**config.mk**
```make
export PLATFORM = sky130hd
export DESIGN_NAME = rc4_ksa_engine
export DESIGN_NICKNAME = d
export VERILOG_FILES = /design/src/rtl/rc4_ksa_engine.sv
export SDC_FILE = /design/constraint.sdc
export NUM_CORES = 1
export LEC_CHECK = 0
export BUFFER_PORTS_ARGS = -buffer_cell sky130_fd_sc_hd__buf_4
export CAP_MARGIN = 20
export CORE_MARGIN = 3
export CORE_UTILIZATION = 57
export CTS_CLUSTER_DIAMETER = 80
export DETAILED_ROUTE_END_ITERATION = 8
export HOLD_SLACK_MARGIN = 0.12
export PLACE_DENSITY_LB_ADDON = 0.05
export SLEW_MARGIN = 20
export SYNTH_ARGS = -nofsm -noshare
export SYNTH_HDL_FRONTEND = slang
export SYNTH_SLANG_ARGS = --single-unit
export TNS_END_PERCENT = 30
```
**constraint.sdc**
```tcl
create_clock -name CLOCK_50 -period 5 [get_ports CLOCK_50]
set_input_delay 0.25 -clock CLOCK_50 [delete_from_list [all_inputs] [get_ports CLOCK_50]]
set_output_delay 0.25 -clock CLOCK_50 [all_outputs]
set_load 0.1 [all_outputs]
```
**src/rtl/rc4_ksa_engine.sv**
```systemverilog
// RC4 key-scheduling engine: fills a 256x8 S memory with the identity permutation,
// then runs the KSA swap loop with a KEY_LENGTH-byte key captured at start.
module rc4_ksa_engine #(
    parameter int KEY_LENGTH = 3,
    parameter int RD_LATENCY = 1
) (
    input  logic                    CLOCK_50,
    input  logic                    reset_n,
    input  logic                    start,
    input  logic                    abort,
    input  logic [8*KEY_LENGTH-1:0] secret_key,
    output logic [7:0]              mem_address,
    output logic [7:0]              mem_data,
    output logic                    mem_wren,
    input  logic [7:0]              mem_q,
    output logic                    busy,
    output logic                    init_done,
    output logic                    done,
    output logic [3:0]              dbg_state
);

    localparam int KW = (KEY_LENGTH > 1) ? $clog2(KEY_LENGTH) : 1;

    typedef enum logic [3:0] {
        S_IDLE   = 4'd0,
        S_INIT   = 4'd1,
        S_RD_I   = 4'd2,
        S_WAIT_I = 4'd3,
        S_RD_J   = 4'd4,
        S_WAIT_J = 4'd5,
        S_WR_I   = 4'd6,
        S_WR_J   = 4'd7,
        S_DONE   = 4'd8
    } state_t;

    state_t                  state_q, state_d;
    logic [7:0]              i_q, i_d;
    logic [7:0]              j_q, j_d;
    logic [7:0]              si_q, si_d;
    logic [7:0]              sj_q, sj_d;
    logic [KW-1:0]           kidx_q, kidx_d;
    logic [8*KEY_LENGTH-1:0] key_q, key_d;
    logic                    wcnt_q, wcnt_d;
    logic                    init_done_q, init_done_d;

    logic [7:0] key_byte;
    logic [7:0] j_sum;
    logic       wait_last;

    // Key byte 0 sits in the most significant byte of the captured key.
    assign key_byte  = key_q[8*(KEY_LENGTH-1-int'(kidx_q)) +: 8];
    assign j_sum     = j_q + mem_q + key_byte;
    assign wait_last = (int'(wcnt_q) == RD_LATENCY - 1);

    always_ff @(posedge CLOCK_50 or negedge reset_n) begin
        if (!reset_n) begin
            state_q     <= S_IDLE;
            i_q         <= '0;
            j_q         <= '0;
            si_q        <= '0;
            sj_q        <= '0;
            kidx_q      <= '0;
            key_q       <= '0;
            wcnt_q      <= 1'b0;
            init_done_q <= 1'b0;
        end else begin
            state_q     <= state_d;
            i_q         <= i_d;
            j_q         <= j_d;
            si_q        <= si_d;
            sj_q        <= sj_d;
            kidx_q      <= kidx_d;
            key_q       <= key_d;
            wcnt_q      <= wcnt_d;
            init_done_q <= init_done_d;
        end
    end

    // Handshake: start is honoured only in IDLE/DONE; abort returns to IDLE from
    // any state on the next edge and overrides a simultaneous start.
    always_comb begin
        state_d     = state_q;
        i_d         = i_q;
        j_d         = j_q;
        si_d        = si_q;
        sj_d        = sj_q;
        kidx_d      = kidx_q;
        key_d       = key_q;
        wcnt_d      = wcnt_q;
        init_done_d = init_done_q;
        mem_address = 8'd0;
        mem_data    = 8'd0;
        mem_wren    = 1'b0;

        case (state_q)
            S_IDLE, S_DONE: begin
                if (start) begin
                    state_d     = S_INIT;
                    key_d       = secret_key;
                    i_d         = 8'd0;
                    j_d         = 8'd0;
                    kidx_d      = '0;
                    init_done_d = 1'b0;
                end
            end
            S_INIT: begin
                mem_address = i_q;
                mem_data    = i_q;
                mem_wren    = 1'b1;
                i_d         = i_q + 8'd1;
                if (i_q == 8'hFF) begin
                    init_done_d = 1'b1;
                    state_d     = S_RD_I;
                end
            end
            S_RD_I: begin
                mem_address = i_q;
                wcnt_d      = 1'b0;
                state_d     = S_WAIT_I;
            end
            S_WAIT_I: begin
                mem_address = i_q;
                if (wait_last) begin
                    si_d    = mem_q;
                    j_d     = j_sum;
                    state_d = S_RD_J;
                end else begin
                    wcnt_d = wcnt_q + 1'b1;
                end
            end
            S_RD_J: begin
                mem_address = j_q;
                wcnt_d      = 1'b0;
                state_d     = S_WAIT_J;
            end
            S_WAIT_J: begin
                mem_address = j_q;
                if (wait_last) begin
                    sj_d    = mem_q;
                    state_d = S_WR_I;
                end else begin
                    wcnt_d = wcnt_q + 1'b1;
                end
            end
            S_WR_I: begin
                mem_address = i_q;
                mem_data    = sj_q;
                mem_wren    = 1'b1;
                state_d     = S_WR_J;
            end
            S_WR_J: begin
                mem_address = j_q;
                mem_data    = si_q;
                mem_wren    = 1'b1;
                kidx_d      = (kidx_q == KW'(KEY_LENGTH - 1)) ? '0 : kidx_q + 1'b1;
                i_d         = i_q + 8'd1;
                state_d     = (i_q == 8'hFF) ? S_DONE : S_RD_I;
            end
            default: state_d = S_IDLE;
        endcase

        if (abort) begin
            state_d     = S_IDLE;
            init_done_d = 1'b0;
        end
    end

    assign busy      = (state_q != S_IDLE) && (state_q != S_DONE);
    assign done      = (state_q == S_DONE);
    assign init_done = init_done_q;
    assign dbg_state = state_q;

endmodule
```
==> results.sh, run 1 <==
export IMPL_status="complete, no violations"
export IMPL_dp_cells=513
export IMPL_final_cells=554
export IMPL_drt_wl_total_um=8813
export IMPL_path_max_fanout=15
export IMPL_dp_slack_ps=1303
export IMPL_critPathKind="register to register"
export IMPL_holdPathEnd="key_q[1]"
export IMPL_initial_core_util_pct=59.99
export IMPL_ys_seq_area_share_pct=43.61
export IMPL_grt_max_degree=64
export IMPL_worst_skew_pair_late_latency_ps=340
export IMPL_hold_path_startpoint="secret_key[1]"
export IMPL_post_cts_buffers=0
export IMPL_relSlewSlack_pct=28.51
export IMPL_multi_input_area_mm2=0.001849
export IMPL_fin_area_mm2=0.004516
export IMPL_drt_iter0_drc=230
export IMPL_p_per_area_mw_per_mm2=489.6
export IMPL_arrival_ps=3930
export IMPL_fin_tns_setup_ps=0
export IMPL_dp_hpwl_um=6044
export IMPL_grt_util_all_layers_pct=25.76
export IMPL_cp_top_family="adder cells"
export IMPL_root_buffer="clkbuf_8"
export IMPL_viasPerCell=5.691
export IMPL_yosysTopAreaCell="dfrtp_1"
export IMPL_syn2layout_area_growth_pct=24.92
export IMPL_cp_buffers_inverters=2
export IMPL_start_kind="register"
export IMPL_rsz0062_at_grt="false"
export IMPL_cts_reportedPaths_clkPinSlew_ps=70
export IMPL_grt_pass1_vias=3095
export IMPL_placed_area_mm2=0.004075
export IMPL_min_path_type="input port to register"
export IMPL_maxCapViolations=0
export IMPL_finalPower_mw=2.211
export IMPL_grt_pass1_wl_um=14770
export IMPL_period_needed_ps=3742
export IMPL_gp_congestion=0.9067
export IMPL_min_period_over_period_pct=74.84
export IMPL_fmax_ghz=0.2672
export IMPL_cts_tree="built"
export IMPL_synth_edf_count=0
export IMPL_cts_htree_levels=3
export IMPL_slew_viol_final=0
export IMPL_setup_ws_ps=1258
export IMPL_cpPeakStageDelay_ps=690
export IMPL_worstMarginPinSlew_ps=1068
export IMPL_cts_inserted_buffers=9
export IMPL_avgSynthCellArea_um2=9.082
export IMPL_vdd_drop_max_uv=338.5
export IMPL_ys_flop_type="dfrtp_1"
export IMPL_crit_chain="inv_1 > ha_1 > mux2i_1 > nor2_1 > a31oi_1 > nor2_1 > fa_1 > ha_1 > inv_1 > fa_1 > nor2b_1 > o31a_1 > o22ai_1 > xnor2_1 > o21ai_1"
export IMPL_synth_cells=398
export IMPL_reg2regPathDepth=15
export IMPL_n_fill_cell=450
export IMPL_insertedDiodeCount=0
export IMPL_drive_above_1_share_pct=21.09
export IMPL_holdPathStages=3
export IMPL_ant_nets=0
export IMPL_ff_latch_area_mm2=0.001577
export IMPL_synth_top_area_share_pct=43.61
export IMPL_synthArstFlopShare_pct=100.0
export IMPL_whs_ps=132.9
export IMPL_ys_types=44
export IMPL_clkSinkCount=63
export IMPL_final_core_util_pct=74.94
export IMPL_row_count=28
export IMPL_grt_antenna_before_repair=0
export IMPL_cts_buffer_depth=2
export IMPL_hold_viol_final=0
export IMPL_clock_skew_ps=5.775
export IMPL_num_vias=3153
export IMPL_dieArea_mm2=0.007333
export IMPL_ys_ff_latch=63
export IMPL_cp_end_kind="register"
export IMPL_syn_num_nets=452
export IMPL_syn_cell_area_mm2=0.003615
export IMPL_nets=528
export IMPL_port_buffers=59
export IMPL_firstDrtPassIters=8
export IMPL_r2r_end="j_q[7]"
export IMPL_grt_overflow=0
export IMPL_core_mm2=0.006026
export IMPL_yosysWarnings=0
export IMPL_chipHeight_um=85.64
export IMPL_synth_most_common_cell="nand2_1"
export IMPL_crit_reg2reg_launch="kidx_q[0]"
export IMPL_die_w_um=85.64
export IMPL_power_leakage_nw=2.288
export IMPL_route_detailed_drc=0
export IMPL_setup_violations=0
export IMPL_io_pins=60
export IMPL_crit_slowest_cell="dfrtp_1"
export IMPL_yosys_top_cells_count="nand2_1 (108), dfrtp_1 (63), nor2_1 (27), inv_1 (26)"
export IMPL_r2r_slack_ps=1260
export IMPL_wire_per_inst_um=15.91
export IMPL_crit_required_ps=5190
export IMPL_netlist_top_cells_area="dfrtp_1 (44%), nand2_1 (11%), mux2_2 (5.0%)"
registers in the layout (all words and copies together), names as in the netlist:
| register | flops |
|---|---|
| kidx_q | 2 |
| si_q | 8 |
| j_q | 8 |
| key_q | 24 |
| sj_q | 8 |
| i_q | 8 |
| init_done | 1 |
| dbg_state | 4 |
cell usage in the layout (no fill, tap or decap), drive strengths merged, types with 2 or more instances in the layout:
cell / n
fa: 8
ha: 10
nor3b: 3
mux2: 16
o21ai: 16
xor2: 9
a21oi: 5
nand2b: 7
a21o: 2
clkinv: 3
clkbuf: 12
inv: 26
nand2: 108
o22ai: 4
nor3: 4
nor2b: 4
mux2i: 9
a222oi: 16
nand4: 3
dfrtp: 63
o31ai: 2
o31a: 2
nor2: 29
buf: 61
nand3: 12
dlygate4sd3: 25
a22oi: 2
xnor2: 5
layer usage:
| metal | track usage (%) | up-vias | wire [µm] |
|---|---|---|---|
| met1 | 34.98 | 1508 | 3796 |
| met5 | 0 | - | 0 |
| met4 | 11.65 | 0 | 160 |
| met3 | 4.131 | 15 | 568 |
| met2 | 40.89 | 124 | 4287 |
| li1 | - | 1506 | - |
repair_timing:
action / CTS / global route
resized for setup: 0 / 0
endpoints found under the hold margin: 89 / 0
hold buffers: 25 / 0
logic make-up (layout without fill, tap and decap cells):
logic type	count (synthesis)	after routing	share of synthesized area, %
adders and majority gates	18	18	7.892
DFF	63	63	43.61
AOI/OAI and AO/OA	54	54	10.83
xor gates and xnor gates	14	14	3.392
muxes	25	25	7.477
buffers and inverters	47	128	5.365
and+or+nand+nor	177	177	21.43
power breakdown:
group / total (mW) / switching, mW / internal [mW]
Combinational: 0.961 / 0.605 / 0.356
Sequential: 0.815 / 0.140 / 0.674
Clock: 0.435 / 0.193 / 0.242
Total: 2.21 / 0.939 / 1.27
worst min-delay path: cells and delay by family:
kind / cells / cell delay [ps]
and+or+nand+nor: 2 / 100
buffers and inverters: 1 / 80
how the worst max path moves through the flow:
| stage | to | start | slack (ps) | cells past startpoint |
|---|---|---|---|---|
| 2_1_floorplan | j_q[7] | kidx_q[0] | 1530 | 17 |
| 3_3_place_gp | j_q[7] | kidx_q[0] | 1420 | 15 |
| 3_5_place_dp | j_q[7] | kidx_q[0] | 1300 | 15 |
| 4_1_cts | j_q[7] | kidx_q[0] | 1270 | 15 |
| 5_1_grt | j_q[7] | kidx_q[0] | 950 | 15 |
| 6_report | j_q[7] | kidx_q[0] | 1260 | 15 |
layout make-up:
class	count	area share, %
Tap cell	75	2.078
Sequential cell	63	34.91
Multi-Input combinational cell	288	40.95
Inverter	26	2.161
Timing Repair Buffer	86	15.68
Clock buffer	12	3.214
Clock inverter	4	0.9975
Note: power is estimated with default switching activity, not from simulation.
==> run 2, diff against run 1 <==
- ABC_AREA: default -> 1
- CORE_UTILIZATION: 57 -> 56
- clock period: 5 -> 3.5 ns (I/O delays scaled with it)
==> results.sh, run 2 <==
export IMPL_netlist_top_cells_area="dfrtp_1 (44%), nand2_1 (11%), o21ai_0 (6.2%)"
export IMPL_cp_end_kind="register"
export IMPL_path_depth=17
export IMPL_num_vias=3180
export IMPL_drt_iter0_drc=193
export IMPL_relSlewSlack_pct=47.01
export IMPL_cp_top_family="adder cells"
export IMPL_worstMarginPinSlew_ps=794.8
export IMPL_hold_viol_final=0
export IMPL_ys_seq_area_share_pct=44.46
export IMPL_rsz0062_at_grt="false"
export IMPL_grt_antenna_before_repair=0
export IMPL_reg2regPathDepth=17
export IMPL_wl_met2_um=4258
export IMPL_dp_hpwl_um=6424
export IMPL_status="complete, no violations"
export IMPL_chipHeight_um=85.58
export IMPL_syn_cell_area_mm2=0.003546
export IMPL_critPathKind="register to register"
export IMPL_holdPathStages=3
export IMPL_period_needed_ps=3143
export IMPL_grt_pass1_wl_um=14530
export IMPL_route_detailed_drc=0
export IMPL_setup_violations=0
export IMPL_n_fill_cell=451
export IMPL_cts_reportedPaths_clkPinSlew_ps=70
export IMPL_ys_flop_type="dfrtp_1"
export IMPL_fin_tns_setup_ps=0
export IMPL_final_cells=585
export IMPL_met1Wirelength_um=3758
export IMPL_holdPathEnd="si_q[2]"
export IMPL_synth_top_area_share_pct=44.46
export IMPL_synthArstFlopShare_pct=100.0
export IMPL_grt_overflow=0
export IMPL_firstDrtPassIters=5
export IMPL_ys_types=31
export IMPL_row_count=28
export IMPL_initial_core_util_pct=58.85
export IMPL_dp_cells=543
export IMPL_yosys_top_cells_count="nand2_1 (105), dfrtp_1 (63), inv_1 (53), o21ai_0 (44), nor2_1 (26)"
export IMPL_cts_tree="built"
export IMPL_hold_path_startpoint="mem_q[2]"
export IMPL_cts_htree_levels=3
export IMPL_p_per_area_mw_per_mm2=855.4
export IMPL_core_mm2=0.006026
export IMPL_r2r_end="j_q[7]"
export IMPL_clkSinkCount=63
export IMPL_cts_resized=0
export IMPL_gp_congestion=0.8955
export IMPL_r2r_slack_ps=360
export IMPL_cts_buffer_depth=2
export IMPL_wire_per_inst_um=15.00
export IMPL_synth_edf_count=0
export IMPL_mostFrequentLayoutCell="nand2_1"
export IMPL_cts_inserted_buffers=9
export IMPL_wl_met3_um=531
export IMPL_yosysTopAreaCell="dfrtp_1"
export IMPL_power_leakage_nw=2.232
export IMPL_clock_skew_ps=9.285
export IMPL_slew_viol_final=0
export IMPL_min_period_over_period_pct=89.79
export IMPL_worst_skew_pair_late_latency_ps=330
export IMPL_drt_wl_total_um=8776
export IMPL_synth_most_common_cell="nand2_1"
export IMPL_avgSynthCellArea_um2=8.524
export IMPL_grt_max_degree=64
export IMPL_crit_reg2reg_launch="kidx_q[0]"
export IMPL_crit_chain="inv_1 > ha_1 > nor2_1 > nand2_1 > a21oi_1 > inv_1 > fa_1 > inv_1 > ha_1 > nand2_1 > nand2_1 > nand2_1 > nand2_1 > nor2_1 > nand3_1 > nand3_1 > nand2_1"
export IMPL_synth_cells=416
export IMPL_yosysWarnings=0
export IMPL_final_cell_mix="nand2_1 (105), dfrtp_1 (63), buf_4 (61), inv_1 (53), o21ai_0 (44)"
export IMPL_drive_above_1_share_pct=21.57
export IMPL_viasPerCell=5.436
export IMPL_finalPower_mw=3.834
export IMPL_ys_ff_latch=63
export IMPL_grt_util_all_layers_pct=25.42
export IMPL_maxCapViolations=0
export IMPL_root_buffer="clkbuf_8"
export IMPL_path_max_fanout=7
export IMPL_routed_top_layer="met4"
export IMPL_largest_reg_flops=24
export IMPL_syn_num_nets=470
export IMPL_port_buffers=59
export IMPL_cp_buffers_inverters=3
export IMPL_top_register="key_q"
export IMPL_fmax_ghz=0.3182
export IMPL_vdd_drop_max_uv=530.8
export IMPL_crit_required_ps=3720
export IMPL_die_w_um=85.58
export IMPL_insertedDiodeCount=0
export IMPL_io_pins=60
export IMPL_nets=559
export IMPL_grt_pass1_vias=3109
export IMPL_start_kind="register"
export IMPL_ant_nets=0
export IMPL_min_path_type="input port to register"
export IMPL_cpPeakStageDelay_ps=480
export IMPL_syn2layout_area_growth_pct=26.39
export IMPL_arrival_ps=3370
export IMPL_crit_slowest_cell="fa_1"
export IMPL_cp_common_cell="nand2_1"
export IMPL_dieArea_mm2=0.007323
## run 2: cell count changes in the layout (fill, tap and decap cells not counted), sizes merged, moves of 4 or more
cell | before | now
a222oi | 16 | 0
mux2i | 9 | 0
nand2b | 7 | 0
o22ai | 4 | 11
nor2b | 4 | 0
xor2 | 9 | 3
xnor2 | 5 | 0
mux2 | 16 | 22
inv | 26 | 58
a21oi | 5 | 15
o211ai | 0 | 8
o21ai | 16 | 45
## run 2: kinds of logic after synthesis
family                     share of synthesized area, %
buffers and inverters                             7.727
adders and majority gates                         8.045
DFF                                               44.46
muxes                                             7.516
and+or+nand+nor                                   18.67
xor gates and xnor gates                         0.7411
AOI/OAI and AO/OA                                 12.84
## run 2: timing repair
item                                    in CTS  in global routing
endpoints found under the hold margin       89                  0
hold buffers                                26                  0
buffers inserted                             0                  0
endpoints found under the setup margin       0                  0
## run 2: area by class of cell
cell class / count / area [µm²] / area share (%)
sequential: 63 / 1577 / 35.18
timing repair buffer: 87 / 718.2 / 16.02
clock inverter: 3 / 17.52 / 0.3908
tap: 75 / 93.84 / 2.094
multi-input combinational: 285 / 1695 / 37.83
clock buffer: 13 / 158.9 / 3.545
inverter: 59 / 221.5 / 4.941
## run 2: worst reg2reg max path, delay by kind of cell (launching register included)
kind            cells  cell delay [ps]
simple gates       10             1120
fa+ha+maj           3             1150
compound gates      1              210
buf+inv             3              180
flops               1              360
## run 2: stage by stage
| stage | setup WS (ps) | cell area [µm²] | util [%] | hold WS [ps] |
|---|---|---|---|---|
| floorplan | 223.2 | 3546 | - | -120.6 |
| global placement | 445.0 | 4045 | 67.13 | 311.2 |
| detailed placement | 374.5 | 4045 | 67.13 | 313.1 |
| CTS | 355.2 | 4482 | 74.38 | 132.8 |
| global route | 144.0 | 4482 | 74.38 | 160.8 |
| finish | 357.3 | 4482 | 74.38 | 142.0 |
## run 2: worst max-delay path by stage
stage / from / endpoint
2_1_floorplan: dbg_state[1] / mem_address[0]
3_3_place_gp: kidx_q[1] / j_q[7]
3_5_place_dp: kidx_q[0] / j_q[7]
4_1_cts: kidx_q[0] / j_q[7]
5_1_grt: kidx_q[1] / j_q[5]
6_report: kidx_q[0] / j_q[7]
## run 2: metal layers
layer | vias up | global-route usage (%)
li1 | 1531 | -
met1 | 1513 | 32.08
met2 | 114 | 42.09
met3 | 22 | 5.379
met4 | 0 | 11.65
met5 | - | 0
## run 2: power by group
part	switching, mW	internal [mW]
registers	0.195	1.02
clock network	0.270	0.294
logic	1.34	0.708
